`src/rtl/uart_pkg.sv`:
```
// uart_pkg: shared UART types and constants.
// Used by both the transmitter and the receiver.
package uart_pkg;

  typedef enum logic [2:0] {
    ST_IDLE   = 3'd0,
    ST_START  = 3'd1,
    ST_DATA   = 3'd2,
    ST_PARITY = 3'd3,
    ST_STOP   = 3'd4
  } tx_state_e;

  localparam int PARITY_NONE = 0;
  localparam int PARITY_ODD  = 1;
  localparam int PARITY_EVEN = 2;

  localparam int BAUD_COUNT_DEF = 5207;

  function automatic logic parity_of(
    input logic [7:0] b,
    input int         mode
  );
    return (mode == PARITY_ODD) ? ~^b : ^b;
  endfunction

endpackage

```
`src/rtl/uart_baud_tick.sv`:
```
// uart_baud_tick: bit-period counter with clear.
// Tick marks the last cycle of each bit period.
module uart_baud_tick
  import uart_pkg::*;
#(
  parameter int BAUD_COUNT = BAUD_COUNT_DEF
) (
  input  logic clk,
  input  logic rst_n,
  input  logic en,
  input  logic clear,
  output logic tick
);

  localparam logic [15:0] LAST = 16'(BAUD_COUNT);

  logic [15:0] cnt;

  assign tick = en && (cnt == LAST);

  // count 0..LAST while enabled, wrap, hold at zero otherwise
  always_ff @(posedge clk or negedge rst_n) begin
    if (!rst_n) begin
      cnt <= '0;
    end else if (clear || !en || cnt == LAST) begin
      cnt <= '0;
    end else begin
      cnt <= cnt + 16'd1;
    end
  end

endmodule

```
`src/rtl/uart_tx.sv`:
```
// uart_tx: 8N/8P, 1 or 2 stop bit transmitter.
// One-entry holding register allows gap-free frames.
module uart_tx
  import uart_pkg::*;
#(
  parameter int BAUD_COUNT = BAUD_COUNT_DEF,
  parameter int PARITY     = PARITY_NONE,
  parameter int STOP_BITS  = 1
) (
  input  logic       clk,
  input  logic       rst_n,
  input  logic [7:0] TX_DATA,
  input  logic       TX_VALID,
  output logic       TX_READY,
  output logic       TX_LINE,
  output logic       BUSY,
  output logic       DONE
);

  localparam bit HAS_PAR = (PARITY != PARITY_NONE);
  localparam logic [2:0] STOP_LAST =
    (STOP_BITS == 2) ? 3'd1 : 3'd0;

  tx_state_e  state, state_n;
  logic [7:0] shift, shift_n;
  logic [7:0] hold;
  logic       hold_full;
  logic       par_bit;
  logic [2:0] idx;
  logic       tick;
  logic       load;
  logic       done_n;
  logic       line_n;
  logic       accept;

  assign TX_READY = !hold_full;
  assign accept   = TX_VALID && !hold_full;

  uart_baud_tick #(
    .BAUD_COUNT(BAUD_COUNT)
  ) u_tick (
    .clk  (clk),
    .rst_n(rst_n),
    .en   (state != ST_IDLE),
    .clear(load),
    .tick (tick)
  );

  // state register
  always_ff @(posedge clk or negedge rst_n) begin
    if (!rst_n) begin
      state <= ST_IDLE;
    end else begin
      state <= state_n;
    end
  end

  // next state, shifter load/shift, next line level
  always_comb begin
    state_n = state;
    shift_n = shift;
    load    = 1'b0;
    done_n  = 1'b0;
    line_n  = 1'b1;
    unique case (state)
      ST_IDLE: begin
        if (hold_full) begin
          state_n = ST_START;
          load    = 1'b1;
          shift_n = hold;
        end
      end
      ST_START: begin
        if (tick) state_n = ST_DATA;
      end
      ST_DATA: begin
        if (tick) begin
          shift_n = {1'b0, shift[7:1]};
          if (idx == 3'd7)
            state_n = HAS_PAR ? ST_PARITY
                              : ST_STOP;
        end
      end
      ST_PARITY: begin
        if (tick) state_n = ST_STOP;
      end
      ST_STOP: begin
        if (tick && idx == STOP_LAST) begin
          done_n = 1'b1;
          if (hold_full) begin
            state_n = ST_START;
            load    = 1'b1;
            shift_n = hold;
          end else begin
            state_n = ST_IDLE;
          end
        end
      end
      default: state_n = ST_IDLE;
    endcase
    case (state_n)
      ST_START:  line_n = 1'b0;
      ST_DATA:   line_n = shift_n[0];
      ST_PARITY: line_n = par_bit;
      default:   line_n = 1'b1;
    endcase
  end

  // datapath, holding register and registered outputs
  always_ff @(posedge clk or negedge rst_n) begin
    if (!rst_n) begin
      shift     <= '0;
      idx       <= '0;
      hold      <= '0;
      hold_full <= 1'b0;
      par_bit   <= 1'b0;
      TX_LINE   <= 1'b1;
      BUSY      <= 1'b0;
      DONE      <= 1'b0;
    end else begin
      shift   <= shift_n;
      TX_LINE <= line_n;
      BUSY    <= (state_n != ST_IDLE);
      DONE    <= done_n;
      if (state_n != state) begin
        idx <= '0;
      end else if (tick) begin
        idx <= idx + 3'd1;
      end
      if (load) begin
        par_bit <= parity_of(hold, PARITY);
      end
      if (accept) begin
        hold      <= TX_DATA;
        hold_full <= 1'b1;
      end else if (load) begin
        hold_full <= 1'b0;
      end
    end
  end

endmodule

```
`config.mk`:
```
export PLATFORM = sky130hd
export DESIGN_NAME = uart_tx
export DESIGN_NICKNAME = d
export VERILOG_FILES = /design/src/rtl/uart_pkg.sv /design/src/rtl/uart_baud_tick.sv /design/src/rtl/uart_tx.sv
export SDC_FILE = /design/constraint.sdc
export NUM_CORES = 1
export LEC_CHECK = 0
export BUFFER_PORTS_ARGS = -buffer_cell sky130_fd_sc_hd__clkbuf_2
export CAP_MARGIN = 15
export CORE_MARGIN = 2
export CORE_UTILIZATION = 52
export CTS_BUF_LIST = sky130_fd_sc_hd__clkbuf_4 sky130_fd_sc_hd__clkbuf_8 sky130_fd_sc_hd__clkbuf_16
export DETAILED_ROUTE_END_ITERATION = 16
export PLACE_DENSITY_LB_ADDON = 0.1
export SLEW_MARGIN = 20
export SYNTH_ARGS = -nofsm -noshare
export SYNTH_HDL_FRONTEND = slang
export SYNTH_SLANG_ARGS = --single-unit
```
`constraint.sdc`:
```
create_clock -name clk -period 3.7 [get_ports clk]
set_input_delay 0.185 -clock clk [delete_from_list [all_inputs] [get_ports clk]]
set_output_delay 0.185 -clock clk [all_outputs]
set_load 0.01 [all_outputs]
```
# Yosys cells after proc, flatten, opt, wreduce, memory -nomap -nowiden
# Cells that the tools add are included.
# classes
n_addsub,2
eq_ne,12
n_mux,23
reduce_logical,16
# ops
cell,count
$mux 3,8
$mux 8,3
$pmux 8 s3,1
$add 16x1->16 const B,1
$eq 16x13->1 const B,1
$mux 16,1
$pmux 3 s5,1
$eq 3x2->1 const B,4
$reduce_bool 3->1,3
$reduce_xor 8->1,1
$mux 1,7
$eq 3x1->1 const B,2
$eq 3x3->1 const B,2
$logic_not 3->1,2
$ne 2x2->1 const B,2
$reduce_bool 2->1,2
$add 3x1->3 const B,1
$logic_and 1x1->1,3
$ne 3x3->1,1
$pmux 1 s3,1
$reduce_and 3->1,1
$logic_not 1->1,2
$logic_or 1x1->1,2
$pmux 1 s2,1
# totals
reg_bits,43
input_bits,11
out_inout_bits,4
elab_cells,64

# Depth between registers and ports, before layout
# depth
ltp_word,8
depth_mapped,9

# Modules after synthesis
# A second synthesis with hierarchy kept.
# hier_totals
cells_unflattened,187
hier_area_um2,2092.0
# by_module_without_submodules
module,instances,cells_each,area_each_um2,seq_area_each_um2
uart_tx,1,105,1277.5,676.9
uart_baud_tick,1,82,814.5,400.4

# Worst setup path before layout
# No wires, ideal clock.
# synth_path
path_type,register -> register
start,register u_tick.cnt[8]
end,register par_bit
setup_time_ps,125
arrival_time_ps,2555
t_required_ps,3575
slack_ps,1020
stages_incl_launch_ff,8
n_path_buf,1
period_less_slack_ps,2680
cell_sequence,dfrtp_1 > or4b_1 > or4_1 > buf_2 > or2_4 > a21o_4 > or2_4 > mux2_4
# synth_via
elab_chain_cells,5
# synth_rtl
element,line,rtl
start: declaration,uart_baud_tick.sv:17,logic [15:0] cnt;
start signal: assignment,uart_baud_tick.sv:28,cnt <= cnt + 16'd1;
$eq 16x13->1,uart_baud_tick.sv:19,assign tick = en && (cnt == LAST);
$logic_and 1x1->1,uart_baud_tick.sv:19,
$logic_and 1x1->1,uart_tx.sv:88,if (tick && idx == STOP_LAST) begin
$mux 1,uart_tx.sv:88,
$pmux 1 s2,uart_tx.sv:65,unique case (state)
end signal: assignment,uart_tx.sv:131,"par_bit <= parity_of(hold, PARITY);"
end: declaration,uart_tx.sv:28,logic par_bit;
# No other way between the ends.
# A chain may end at the register's enable or synchronous reset.

# Final worst setup path
# Ends and elaborated chain as after synthesis.

==> flow_summary.toml <==
[clock_network]
insertion_delay_ps = 300
cts_hold_buffers = 0
h_tree_level_count = 2
postCtsSetupBuffers = 0
clock_tree_from_tritoncts = "yes"
cts_inserted_buffers = 5
maximum_buffer_depth_of_the_clock_tree = 2
clock_tree.root_cell = "clkbuf_8"
cts.repair.resized = 0
clock-sinks = 43
cts.reportedPaths.clkPinSlew_ps = 90

[sta]
fin_setup_tns_ps = 0
fin_crit_ps = 2964
final_min_period_over_clock_period_pct = 80.10
setup_repair_after_global_routing_missed_its_margin = "no"
clock_skew_ps = 13.20
fmax_ghz = 0.3374
timing.slew.headroom_pct = 36.12
worstMarginPinSlew_ps = 958.2
setup_viol = 0
hold_viol_final = 0
finalMaxSlewViolations = 0

[synthesis]
synth_cell_type_count = 46
post_synth_top_flop = "dfrtp_1"
ys_warn_count = 0
synth_seq_area_share_pct = 48.95
syn-num-nets = 229
avgSynthCellArea_um2 = 10.28
synthArstFlopShare_pct = 100.0
synth_enable_flop_cells = 0
synth_area_um2 = 2201
netlist_instances = 214
postSynthRegisterBits = 43

[layout]
fillers = 344
antennaDiodeCount = 0
nNetsFinal = 241
synthToLayoutAreaGrowth_pct = 10.80
final_cell_area_um2 = 2439
drive_gt1_share_pct = 17.62

[grt]
global_route.usage.total_pct = 19.60
wire_length_of_the_first_global_routing_pass_um = 7417
number_of_global_route_vias_before_repair = 1547
antenna_found_initial = 0
largest_net_degree_at_the_start_of_global_routing = 44
residual_overflow_from_global_routing = 0

[placed_design]
place.detailed.hpwl_um = 2969
io_buffer_count = 14
gp_congestion = 0.7680
postPlaceCellArea_um2 = 2298

[routing]
drt_pass1_iterations = 4
drt_first_iter_violations = 68
avgViaCountPerCell = 5.697
wl_per_cell_um = 15.25
wl_um = 4224
drc_violations = 0
antenna_left = 0
routed-via-count = 1578

[worst_setup_path]
crit_path_max_fanout = 15
crit_path_cell_trace = "or4b_1, or4_1, or2_4, a21o_4, or2_4, mux2_4"
crit_path_end_kind = "register"
critical-path-top-cell-by-count = "or2_4"
timing.setup.critical_path_class = "reg2reg"
cp_slowest_cell = "or4_1"
critPathArrivalTime_ps = 3160
critical_path_buf_inv_count = 0
wp_data_required_ps = 3900
start_kind = "register"
delay_of_the_slowest_cell_on_the_worst_path_ps = 780
critPathTopFamily = "simple AND/OR/NAND/NOR gates"

[floorplan]
die_area_um2 = 4769
die_x_um = 69.06
ioPinCount = 15
die_h_um = 69.06
start_util_pct = 54.63
placementRows = 23
core-area_um2 = 4029

[power]
power.density_cell_area_nw_per_um2 = 669.1
reported_leakage_power_nw = 1.118
peakVddDrop_mv = 0.3593

[outcome]
result_of_the_run = "completed"

[min_path]
hold_path_class = "in2async"

[run]
timing.max_cap.violations = 0
==> state kept, by name, indices dropped and copies added (netlist names) <==
signal / flops
BUSY: 1
TX_LINE: 1
state: 3
hold: 8
hold_full: 1
shift: 8
DONE: 1
par_bit: 1
idx: 3
u_tick.cnt: 16
==> report_power, final <==
group / switching (W) / leakage, nW / internal [W]
Combinational: 0.000201 / 0.513 / 0.000255
Sequential: 0.000138 / 0.541 / 0.000600
Clock: 0.000168 / 0.0644 / 0.000269
Total: 0.000507 / 1.12 / 0.00112
==> synth_stat cells, types with 4 or more instances <==
library cell,n,area (µm²)
nand2_1,8,30.03
a21oi_1,10,50.05
ha_1,4,50.05
xnor2_1,9,78.83
inv_1,8,30.03
a221o_1,6,60.06
mux2_2,8,90.09
mux2i_1,8,80.08
dfrtp_1,42,1051
o21ai_0,6,30.03
clkbuf_1,7,26.28
nand3_1,7,35.03
nor2_1,33,123.9
xor2_1,11,96.34
==> metrics by stage <==
step                      power [W]  instances  utilization [%]  worst slack [ps]  hold WS (ps)
after CTS                  0.001636        277            60.43             745.7         96.62
after floorplan            0.001083        214                -              1020        -110.6
final                      0.001632        277            60.53             736.4         25.46
after global routing       0.001737        277            60.53             536.5         92.30
after global placement     0.001173        269            57.05             803.6         397.5
after detailed placement   0.001198        269            57.05             743.7         418.9
==> cell families after synthesis <==
group,Yosys count,share of synthesized area (%)
buffers and inverters,17,2.956
DFF,43,48.95
muxes,17,8.414
xor gates and xnor gates,20,7.959
AOI/OAI and AO/OA,34,10.80
and+or+nand+nor,79,18.65
adders and majority gates,4,2.274
==> worst paths after layout <==
kind	start	to	slack, ps	cells after the start
hold reg to reg	u_tick.cnt[0]	u_tick.cnt[0]	500	1
setup reg to reg	u_tick.cnt[8]	par_bit	740	6
max in group asynchronous	rst_n	hold[1]	3070	1
setup / recovery	u_tick.cnt[8]	par_bit	740	6
min in group clk	TX_VALID	hold_full	110	2
hold / removal	rst_n	u_tick.cnt[14]	30	1
==> cell usage in the layout, fill, tap and decap left out, drive strengths merged, types with 2 or more instances in the layout <==
cell type	n
clkbuf	18
nand4	3
bufinv	2
mux2	9
xnor2	9
or4b	3
ha	4
xor2	11
a21o	2
and3	3
o21a	2
or3	3
nor3	2
nand2	8
nand3	7
inv	8
nor2	33
a21oi	10
o21ai	7
or3b	2
a221o	6
nand2b	3
or2	3
or4	2
dfrtp	42
mux2i	8
nor3b	2
==> routing by layer <==
layer	wire length (µm)	global-route usage (%)	vias to the layer above
li1	-	-	770
met1	2010	26.41	765
met2	1954	30.02	35
met3	180	5.263	8
met4	78	8.061	0
met5	0	0	-
==> area by class of cell <==
| type | instances | area [µm²] | area share, % |
|---|---|---|---|
| Multi-Input combinational cell | 154 | 1062 | 43.56 |
| Sequential cell | 43 | 1077 | 44.18 |
| Tap cell | 50 | 62.56 | 2.565 |
| Inverter | 8 | 30.03 | 1.231 |
| Timing Repair Buffer | 14 | 70.07 | 2.873 |
| Clock buffer | 5 | 68.82 | 2.822 |
| Clock inverter | 3 | 67.56 | 2.771 |
Note: power is estimated with default switching activity, not from simulation.
